`config.mk`:
```
export PLATFORM = sky130hd
export DESIGN_NAME = ultrasonic_sensor_scheduler_flat
export DESIGN_NICKNAME = d
export VERILOG_FILES = /design/src/rtl/ultrasonic_sensor_scheduler_if.sv /design/src/rtl/ultrasonic_sensor_scheduler.sv /design/src/flat_wrapper.sv
export SDC_FILE = /design/constraint.sdc
export NUM_CORES = 1
export LEC_CHECK = 0
export CAP_MARGIN = 0
export CELL_PAD_IN_SITES_DETAIL_PLACEMENT = 2
export CELL_PAD_IN_SITES_GLOBAL_PLACEMENT = 2
export CORE_MARGIN = 1
export CORE_UTILIZATION = 36
export DETAILED_ROUTE_END_ITERATION = 8
export GPL_ROUTABILITY_DRIVEN = 0
export PLACE_DENSITY = 0.82
export SLEW_MARGIN = 10
export SYNTH_ARGS = -nofsm -noshare
export SYNTH_HDL_FRONTEND = slang
export SYNTH_SLANG_ARGS = --single-unit
```
`constraint.sdc`:
```
create_clock -name clk -period 3.8 [get_ports clk]
set_input_delay 0.57 -clock clk [delete_from_list [all_inputs] [get_ports clk]]
set_output_delay 0.57 -clock clk [all_outputs]
set_load 0.05 [all_outputs]
```
`src/rtl/ultrasonic_sensor_scheduler_if.sv`:
```
// Handshake bundle between the ultrasonic scheduler and its controller/sensor side.
// The scheduler is the slave; whoever drives enable/echo is the master.
interface ultrasonic_sensor_scheduler_if #(
    parameter int n_sensors    = 4,
    parameter int max_range_cm = 400
);
    localparam int dw = $clog2(max_range_cm + 1);
    localparam int iw = (n_sensors > 1) ? $clog2(n_sensors) : 1;

    logic                    enable;
    logic [n_sensors-1:0]    trig;
    logic [n_sensors-1:0]    echo;
    logic [n_sensors*dw-1:0] distance_cm;
    logic [n_sensors-1:0]    timeout;
    logic                    done;
    logic [iw-1:0]           done_id;
    logic                    busy;

    modport master (
        output enable, echo,
        input  trig, distance_cm, timeout, done, done_id, busy
    );

    modport slave (
        input  enable, echo,
        output trig, distance_cm, timeout, done, done_id, busy
    );
endinterface

```
`src/rtl/ultrasonic_sensor_scheduler.sv`:
```
// Round-robin HC-SR04 scheduler: one shared trigger/echo-timing engine serving
// n_sensors sensors, one result register per sensor.
module ultrasonic_sensor_scheduler #(
    parameter int clk_frequency = 50000000,
    parameter int n_sensors     = 4,
    parameter int max_range_cm  = 400,
    parameter int guard_ms      = 60
) (
    input logic clk,
    input logic rst,
    ultrasonic_sensor_scheduler_if.slave bus
);
    localparam int trig_cycles  = 10 * (clk_frequency / 1000000);
    localparam int cm_cycles    = clk_frequency * 2 / 343 / 100;
    localparam int arm_timeout  = 2 * (clk_frequency / 1000);
    localparam int guard_cycles = guard_ms * (clk_frequency / 1000);
    localparam int dw           = $clog2(max_range_cm + 1);
    localparam int iw           = (n_sensors > 1) ? $clog2(n_sensors) : 1;

    localparam int max_ta  = (trig_cycles > arm_timeout) ? trig_cycles : arm_timeout;
    localparam int max_cg  = (cm_cycles > guard_cycles) ? cm_cycles : guard_cycles;
    localparam int cnt_max = (max_ta > max_cg) ? max_ta : max_cg;
    localparam int cw      = $clog2(cnt_max + 1);

    typedef enum logic [2:0] {IDLE, TRIG, ARM, MEASURE, GUARD} state_t;

    state_t                          state;
    logic [n_sensors-1:0]            echo_s1, echo_s2;
    logic                            echo_d;
    logic [iw-1:0]                   cur;
    logic [cw-1:0]                   cnt;
    logic [dw-1:0]                   cm_cnt;
    logic [n_sensors-1:0][dw-1:0]    dist_q;
    logic [n_sensors-1:0]            to_q;
    logic [n_sensors-1:0]            trig_q;
    logic                            done_q;
    logic [iw-1:0]                   done_id_q;
    logic                            busy_q;

    logic          echo_cur, echo_rise, echo_fall;
    logic [iw-1:0] cur_next;
    logic          cm_wrap;
    logic [dw-1:0] cm_final;
    logic          wr_en, wr_to;
    logic [dw-1:0] wr_val;

    function automatic logic [n_sensors-1:0] onehot(input logic [iw-1:0] idx);
        logic [n_sensors-1:0] v;
        v      = '0;
        v[idx] = 1'b1;
        return v;
    endfunction

    assign echo_cur  = echo_s2[cur];
    assign echo_rise = echo_cur & ~echo_d;
    assign echo_fall = ~echo_cur & echo_d;
    assign cur_next  = (cur == iw'(n_sensors - 1)) ? '0 : cur + 1'b1;
    assign cm_wrap   = (cnt == cw'(cm_cycles - 1));
    // The fall-sampling clock itself counts toward the width, so a pulse of
    // exactly k*cm_cycles clocks reads as k cm.
    assign cm_final  = cm_cnt + dw'(cm_wrap);

    always_comb begin
        wr_en  = 1'b0;
        wr_val = dw'(max_range_cm);
        wr_to  = 1'b1;
        case (state)
            ARM: wr_en = !echo_rise && (cnt == cw'(arm_timeout - 1));
            MEASURE: begin
                if (echo_fall) begin
                    wr_en  = 1'b1;
                    wr_val = cm_final;
                    wr_to  = 1'b0;
                end else if (cm_wrap && (cm_cnt == dw'(max_range_cm - 1))) begin
                    wr_en = 1'b1;
                end
            end
            default: wr_en = 1'b0;
        endcase
    end

    always_ff @(posedge clk or posedge rst) begin
        if (rst) begin
            echo_s1 <= '0;
            echo_s2 <= '0;
        end else begin
            echo_s1 <= bus.echo;
            echo_s2 <= echo_s1;
        end
    end

    always_ff @(posedge clk or posedge rst) begin
        if (rst) begin
            dist_q    <= '0;
            to_q      <= '0;
            done_q    <= 1'b0;
            done_id_q <= '0;
        end else begin
            done_q <= wr_en;
            if (wr_en) begin
                dist_q[cur] <= wr_val;
                to_q[cur]   <= wr_to;
                done_id_q   <= cur;
            end
        end
    end

    always_ff @(posedge clk or posedge rst) begin
        if (rst) begin
            state  <= IDLE;
            cur    <= '0;
            cnt    <= '0;
            cm_cnt <= '0;
            echo_d <= 1'b0;
            trig_q <= '0;
            busy_q <= 1'b0;
        end else begin
            echo_d <= echo_cur;
            case (state)
                IDLE: begin
                    if (bus.enable) begin
                        state  <= TRIG;
                        cnt    <= '0;
                        trig_q <= onehot(cur);
                        busy_q <= 1'b1;
                    end
                end
                TRIG: begin
                    if (cnt == cw'(trig_cycles - 1)) begin
                        trig_q <= '0;
                        cnt    <= '0;
                        state  <= ARM;
                    end else begin
                        cnt <= cnt + 1'b1;
                    end
                end
                ARM: begin
                    if (echo_rise) begin
                        state  <= MEASURE;
                        cnt    <= '0;
                        cm_cnt <= '0;
                    end else if (wr_en) begin
                        state <= GUARD;
                        cnt   <= '0;
                    end else begin
                        cnt <= cnt + 1'b1;
                    end
                end
                MEASURE: begin
                    if (wr_en) begin
                        state <= GUARD;
                        cnt   <= '0;
                    end else if (cm_wrap) begin
                        cnt    <= '0;
                        cm_cnt <= cm_cnt + 1'b1;
                    end else begin
                        cnt <= cnt + 1'b1;
                    end
                end
                GUARD: begin
                    if (cnt == cw'(guard_cycles - 1)) begin
                        cur <= cur_next;
                        cnt <= '0;
                        if (bus.enable) begin
                            state  <= TRIG;
                            trig_q <= onehot(cur_next);
                        end else begin
                            state  <= IDLE;
                            busy_q <= 1'b0;
                        end
                    end else begin
                        cnt <= cnt + 1'b1;
                    end
                end
                default: state <= IDLE;
            endcase
        end
    end

    assign bus.trig        = trig_q;
    assign bus.distance_cm = dist_q;
    assign bus.timeout     = to_q;
    assign bus.done        = done_q;
    assign bus.done_id     = done_id_q;
    assign bus.busy        = busy_q;
endmodule

```
`src/flat_wrapper.sv`:
```
// flat-port wrapper written by rule: the top's interface ports become plain ports
module ultrasonic_sensor_scheduler_flat 
#(
    parameter int clk_frequency = 50000000,
    parameter int n_sensors     = 4,
    parameter int max_range_cm  = 400,
    parameter int guard_ms      = 60
)
  (clk, rst, bus_enable, bus_echo, bus_trig, bus_distance_cm, bus_timeout, bus_done, bus_done_id, bus_busy);
  ultrasonic_sensor_scheduler_if #(.n_sensors(n_sensors), .max_range_cm(max_range_cm)) bus_i ();
  input logic clk;
  input logic rst;
  input wire logic [$bits(bus_i.enable)-1:0] bus_enable;
  input wire logic [$bits(bus_i.echo)-1:0] bus_echo;
  output wire logic [$bits(bus_i.trig)-1:0] bus_trig;
  output wire logic [$bits(bus_i.distance_cm)-1:0] bus_distance_cm;
  output wire logic [$bits(bus_i.timeout)-1:0] bus_timeout;
  output wire logic [$bits(bus_i.done)-1:0] bus_done;
  output wire logic [$bits(bus_i.done_id)-1:0] bus_done_id;
  output wire logic [$bits(bus_i.busy)-1:0] bus_busy;
  assign bus_i.enable = bus_enable;
  assign bus_i.echo = bus_echo;
  assign bus_trig = bus_i.trig;
  assign bus_distance_cm = bus_i.distance_cm;
  assign bus_timeout = bus_i.timeout;
  assign bus_done = bus_i.done;
  assign bus_done_id = bus_i.done_id;
  assign bus_busy = bus_i.busy;
  ultrasonic_sensor_scheduler #(.clk_frequency(clk_frequency), .n_sensors(n_sensors), .max_range_cm(max_range_cm), .guard_ms(guard_ms)) u_core (.clk(clk), .rst(rst), .bus(bus_i));
endmodule
```
Yosys cells after proc, flatten, opt, wreduce, memory -nomap -nowiden
Cells that the tools add are included.
{"block": "classes", "add_sub_neg": 4, "multipliers": 0, "n_div": 0, "order_cmp": 4, "eq_ne": 18, "shifts": 0, "muxes": 46, "bitwise_logic": 4, "n_reduce_logical": 16}
{"op": "22-bit 2-to-1 mux", "count": 7}
{"op": "22-bit one-hot mux with 5 select lines", "count": 1}
{"op": "9-bit 2-to-1 mux", "count": 6}
{"op": "36-bit bitwise mux", "count": 1}
{"op": "22-bit by 1-bit adder with 22-bit output (second input constant)", "count": 1}
{"op": "22-bit by 12-bit == test with 1-bit output (second input constant)", "count": 1}
{"op": "22-bit by 17-bit == test with 1-bit output (second input constant)", "count": 1}
{"op": "22-bit == test (second input constant)", "count": 1}
{"op": "22-bit by 9-bit == test with 1-bit output (second input constant)", "count": 1}
{"op": "9-bit demux with 2-bit select", "count": 1}
{"op": "9-bit one-hot mux with 2 select lines", "count": 1}
{"op": "4-bit 2-to-1 mux", "count": 4}
{"op": "3-bit 2-to-1 mux", "count": 5}
{"op": "3-bit one-hot mux with 5 select lines", "count": 1}
{"op": "4-bit one-hot mux with 3 select lines", "count": 1}
{"op": "1-bit 2-to-1 mux", "count": 11}
{"op": "9-bit by 1-bit adder with 9-bit output", "count": 1}
{"op": "9-bit by 1-bit adder with 9-bit output (second input constant)", "count": 1}
{"op": "9-bit == test (second input constant)", "count": 1}
{"op": "2-bit by 1-bit inequality test with 1-bit output (second input constant)", "count": 4}
{"op": "2-bit inequality test (second input constant)", "count": 4}
{"op": "4-bit AND reduction", "count": 2}
{"op": "3-bit by 2-bit == test with 1-bit output (second input constant)", "count": 2}
{"op": "2-bit by 3-bit less-than comparator with 1-bit output (second input constant)", "count": 2}
{"op": "21 further kinds", "count": 31}
{"block": "word_totals", "ff_bits": 93, "latch_bits": 0, "mem_bits_rw": 0, "mem_bits_ro": 0, "in_bits": 7, "out_inout_bits": 48, "elab_cells": 108, "memories": 0}

Longest topological paths before layout
Gate-level depths: netlist of the first run.
{"block": "depth", "depth_word": 9, "depth_mapped": 12, "ltp_nobuf": 12}

Worst setup path before layout of the first run
OpenSTA, ideal clock, no wires.
{"block": "synth_path", "path_type": "reg-to-reg", "from": "register u_core.cnt[6]", "to": "register u_core.trig_q[0], in the netlist u_core.bus.trig[0]", "setup_ps": 125, "arrival_time_ps": 2844, "required_time_ps": 3675, "setup_slack_ps": 831, "path_stages_with_launch": 8, "path_buffers": 1, "synth_period_minus_slack_ps": 2969, "path_cell_list": "dfrtp_1 -> clkbuf_1 -> or4b_1 -> or4_1 -> or4_4 -> o21a_1 -> nor4_4 -> mux2_2"}
{"block": "synth_between", "elab_chain_cells": 3, "word_cells_on_any_way": 5, "classes_between": "eq/ne: 4; reduce/logical: 1"}
{"element": "start: declaration", "line": "ultrasonic_sensor_scheduler.sv:31", "text": "logic [cw-1:0] cnt;"}
{"element": "start signal: assignment", "line": "ultrasonic_sensor_scheduler.sv:134", "text": "cnt <= cnt + 1'b1;"}
{"element": "start signal: assignment", "line": "ultrasonic_sensor_scheduler.sv:146", "text": "cnt <= cnt + 1'b1;"}
{"element": "start signal: assignment", "line": "ultrasonic_sensor_scheduler.sv:157", "text": "cnt <= cnt + 1'b1;"}
{"element": "22-bit by 9-bit == test with 1-bit output or 22-bit == test (tied branches)", "line": "ultrasonic_sensor_scheduler.sv:129, ultrasonic_sensor_scheduler.sv:161"}
{"element": "2-bit by 1-bit inequality test with 1-bit output (no source line)"}
{"element": "5-bit AND reduction (no source line) (*)"}
{"element": "end signal: assignment", "line": "ultrasonic_sensor_scheduler.sv:124", "text": "trig_q <= onehot(cur);"}
{"element": "end signal: assignment", "line": "ultrasonic_sensor_scheduler.sv:166", "text": "trig_q <= onehot(cur_next);"}
{"element": "end: declaration", "line": "ultrasonic_sensor_scheduler.sv:35", "text": "logic [n_sensors-1:0] trig_q;"}
Mark *: on every way between the ends. The rest lies on a longest branch, timed or not.
A chain may end at the register's enable or synchronous reset.

Worst setup path in the final report of the first run
{"block": "layout_path", "from": "register u_core.cnt[11]", "to": "register u_core.cnt[19]"}
{"block": "layout_between", "elab_chain_cells": 8, "word_cells_on_any_way": 17, "classes_between": "add/sub: 1; eq/ne: 4; mux: 10; reduce/logical: 2"}
{"element": "branches (longest 7 deep; another with 22-bit by 1-bit adder with 22-bit output)"}
{"element": "22-bit one-hot mux with 5 select lines (*)", "line": "ultrasonic_sensor_scheduler.sv:119", "text": "case (state)"}
Every way passes the cells marked *.

==> results.cfg, run 1 <==
[floorplanning]
core-area_sq_um = 12600
dieHeight_microns = 116
num_io_pins = 55
die_area_sq_um = 13400
start_util_pct = 37.0
die_w_microns = 116
std_cell_rows = 41

[yosys]
synth_nets = 477
avgSynthCellArea_sq_um = 10.2
syn_area_sq_um = 4670
syn_inst = 457
synth_top_area_cell = dfrtp_1
synthDistinctLibCells = 52
yosys-top-cells-area = dfrtp_1 50%, mux2_2 8.7%, nand2_1 4.3%
synthArstFlopShare_pct = 100
synth_flop_cell = dfrtp_1
synth_edf_count = 0
yosysWarnings = 0
yosysSeqAreaShare_pct = 49.9
ys_ff_latch = 93
synth_top_cell_area_share_pct = 49.9

[cts]
cts_buffer_depth = 2
ctsHoldBuffers = 0
h-tree-depth = 3
cts_tree = yes
clkSlewWorstSetupHoldPaths_ns = 0.07
clk_latency_ns = 0.36
root_buffer = clkbuf_16
cts_resized = 0
cts_setup_buffers = 0
numCtsBuffers = 9
cts_sinks = 93

[final_layout]
syn2layout_area_growth_pct = 22.9
utilization_pct = 45.5
layout-drive-gt1-share_pct = 15.3
diodes = 0
nFillCells = 1357
final_cell_mix = 93 x dfrtp_1, 54 x clkdlybuf4s50_1, 53 x nand2_1, 37 x o21ai_0, 36 x mux2_2
final_common_cell = dfrtp_1
nNetsFinal = 525
fin_area_sq_um = 5740

[worst_setup_path]
reg2reg_from = u_core.cnt[11]$_DFFE_PP0P_
slowest_delay_ns = 0.61
worst_setup_path_start_kind = register
crit_start = u_core.cnt[11]$_DFFE_PP0P_
endpoint_kind = register
slowest_stage = or4_4
criticalPathCategory = reg2reg
cp_cell_sequence = or4b_1, or4_1, or4_4, a21o_1, nor3_2, buf_4, o21ai_0
path_max_fanout = 15
cp.required_ns = 4.01
worstPathArrival_ns = 3.56

[global_routing]
grt_pass1_wl_microns = 24700
antenna_found_initial = 0
grt_max_degree = 49
grtUsageTotal_pct = 24.7
grt_pass1_vias = 4354
overflow = 0

[flow_run]
maxCapViolations = 0

[drt]
drt_iter0_drc = 154
drc = 0
via_count = 3815
wl_per_cell_microns = 21.8
ant_nets = 0
avgViaCountPerCell = 5.59
dr.pass1.iters = 4
wirelength_microns = 14900

[timing]
timing.hold.ws_ns = 0.356
rsz0062_at_grt = false
finClkSkew_ns = 0.00904
final.min_clock_period_ns = 3.35
setup_viol = 0
worst_pin_slew_ns = 1.07
timing.fmax_mhz = 299
fin_ws_ns = 0.454
relSlewSlack_pct = 28.3
hold_viol = 0
fin_crit_sh_pct = 88.1
fin_tns_setup_ns = 0
drv_slew = 0

[power_and_ir_drop]
peakVddDrop_uv = 359
p_leak_nw = 2.38
power_per_cell_area_nw_per_um2 = 524

[min_path]
min-delay-start = u_core.echo_s1[3]$_DFF_PP0_
hp-class = reg2reg

[placement]
io_buffers = 54
place_area_sq_um = 5420
hpwl_microns = 10800
place_ws_ns = 0.458

[run_status]
status = completed
[report_power, final]
group | total, W | switching [W] | internal [W] | leakage (nW)
Sequential | 0.00115 | 0.0000890 | 0.00106 | 1.25
Combinational | 0.000910 | 0.000624 | 0.000286 | 0.976
Clock | 0.000950 | 0.000417 | 0.000533 | 0.154
[kinds of logic after synthesis]
group / synth area share, %
simple gates: 18.2
compound gates: 13.6
flops: 49.9
mux: 9.60
buf+inv: 3.14
fa+ha+maj: 3.49
xor+xnor: 2.06
[final cells by class]
| class | count | area, sq um | area share (%) |
|---|---|---|---|
| clock buffer | 10 | 239 | 4.16 |
| multi-input combinational | 326 | 2230 | 38.9 |
| timing repair buffer | 61 | 606 | 10.6 |
| tap | 172 | 215 | 3.75 |
| clock inverter | 6 | 66.3 | 1.16 |
| sequential | 93 | 2330 | 40.6 |
| inverter | 14 | 53.8 | 0.938 |
[stage by stage]
stage / std cells / total power [W]
after floorplan: 457 / 0.00175
final: 682 / 0.00301
after detailed placement: 666 / 0.00207
after CTS: 682 / 0.00303
after global placement: 666 / 0.00203
after global routing: 682 / 0.00316
[synth_stat cells, types with 6 or more instances]
cell type,instances
nand4_1,6
or4_1,11
o31ai_1,12
xnor2_1,9
nor3_1,13
ha_1,13
nand2_1,53
a21oi_1,10
o21ai_0,37
nand3_1,13
inv_1,14
mux2_2,36
nor2_1,35
o211ai_1,6
clkbuf_1,21
dfrtp_1,93
[worst paths after layout]
path                                                          end  slack, ns  cells past startpoint
min                                   u_core.echo_s2[3]$_DFF_PP0_       0.36                      0
max                                    u_core.cnt[19]$_DFFE_PP0P_       0.45                      7
min in group asynchronous       u_core.bus.done_id[1]$_DFFE_PP0P_       0.72                      2
min reg2reg                           u_core.echo_s2[3]$_DFF_PP0_       0.36                      0
max in group asynchronous  u_core.bus.distance_cm[15]$_DFFE_PP0P_       2.28                      3
max reg2reg                            u_core.cnt[19]$_DFFE_PP0P_       0.45                      7
[worst max-delay path: cells and delay by family (launching register included)]
family,cells,cell delay (ns)
AOI/OAI and AO/OA,2,0.53
buffers and inverters,1,0.23
DFF,1,0.47
and+or+nand+nor,4,1.99
[per-layer routing]
| metal | track usage [%] | routed length (microns) |
|---|---|---|
| met1 | 29.8 | 6280 |
| met2 | 44.3 | 7910 |
| met3 | 3.56 | 316 |
| met4 | 10.0 | 359 |
| met5 | 0 | 0 |
[flip-flops by register name (all words and copies together), names as in the netlist]
register                flops
u_core.echo_d               1
u_core.bus.done             1
u_core.echo_s2              4
u_core.state                3
u_core.cm_cnt               9
u_core.bus.done_id          2
u_core.bus.distance_cm     36
u_core.bus.timeout          4
u_core.bus.busy             1
u_core.cur                  2
u_core.echo_s1              4
u_core.cnt                 22
u_core.bus.trig             4
Note: power is estimated with default switching activity, not from simulation.
==> inputs of run 2 (changes only) <==
Settings changed: HOLD_SLACK_MARGIN set to 0.15.
==> results of run 2 <==
The final DEF is identical to that of run 1; final timing and power are the same.
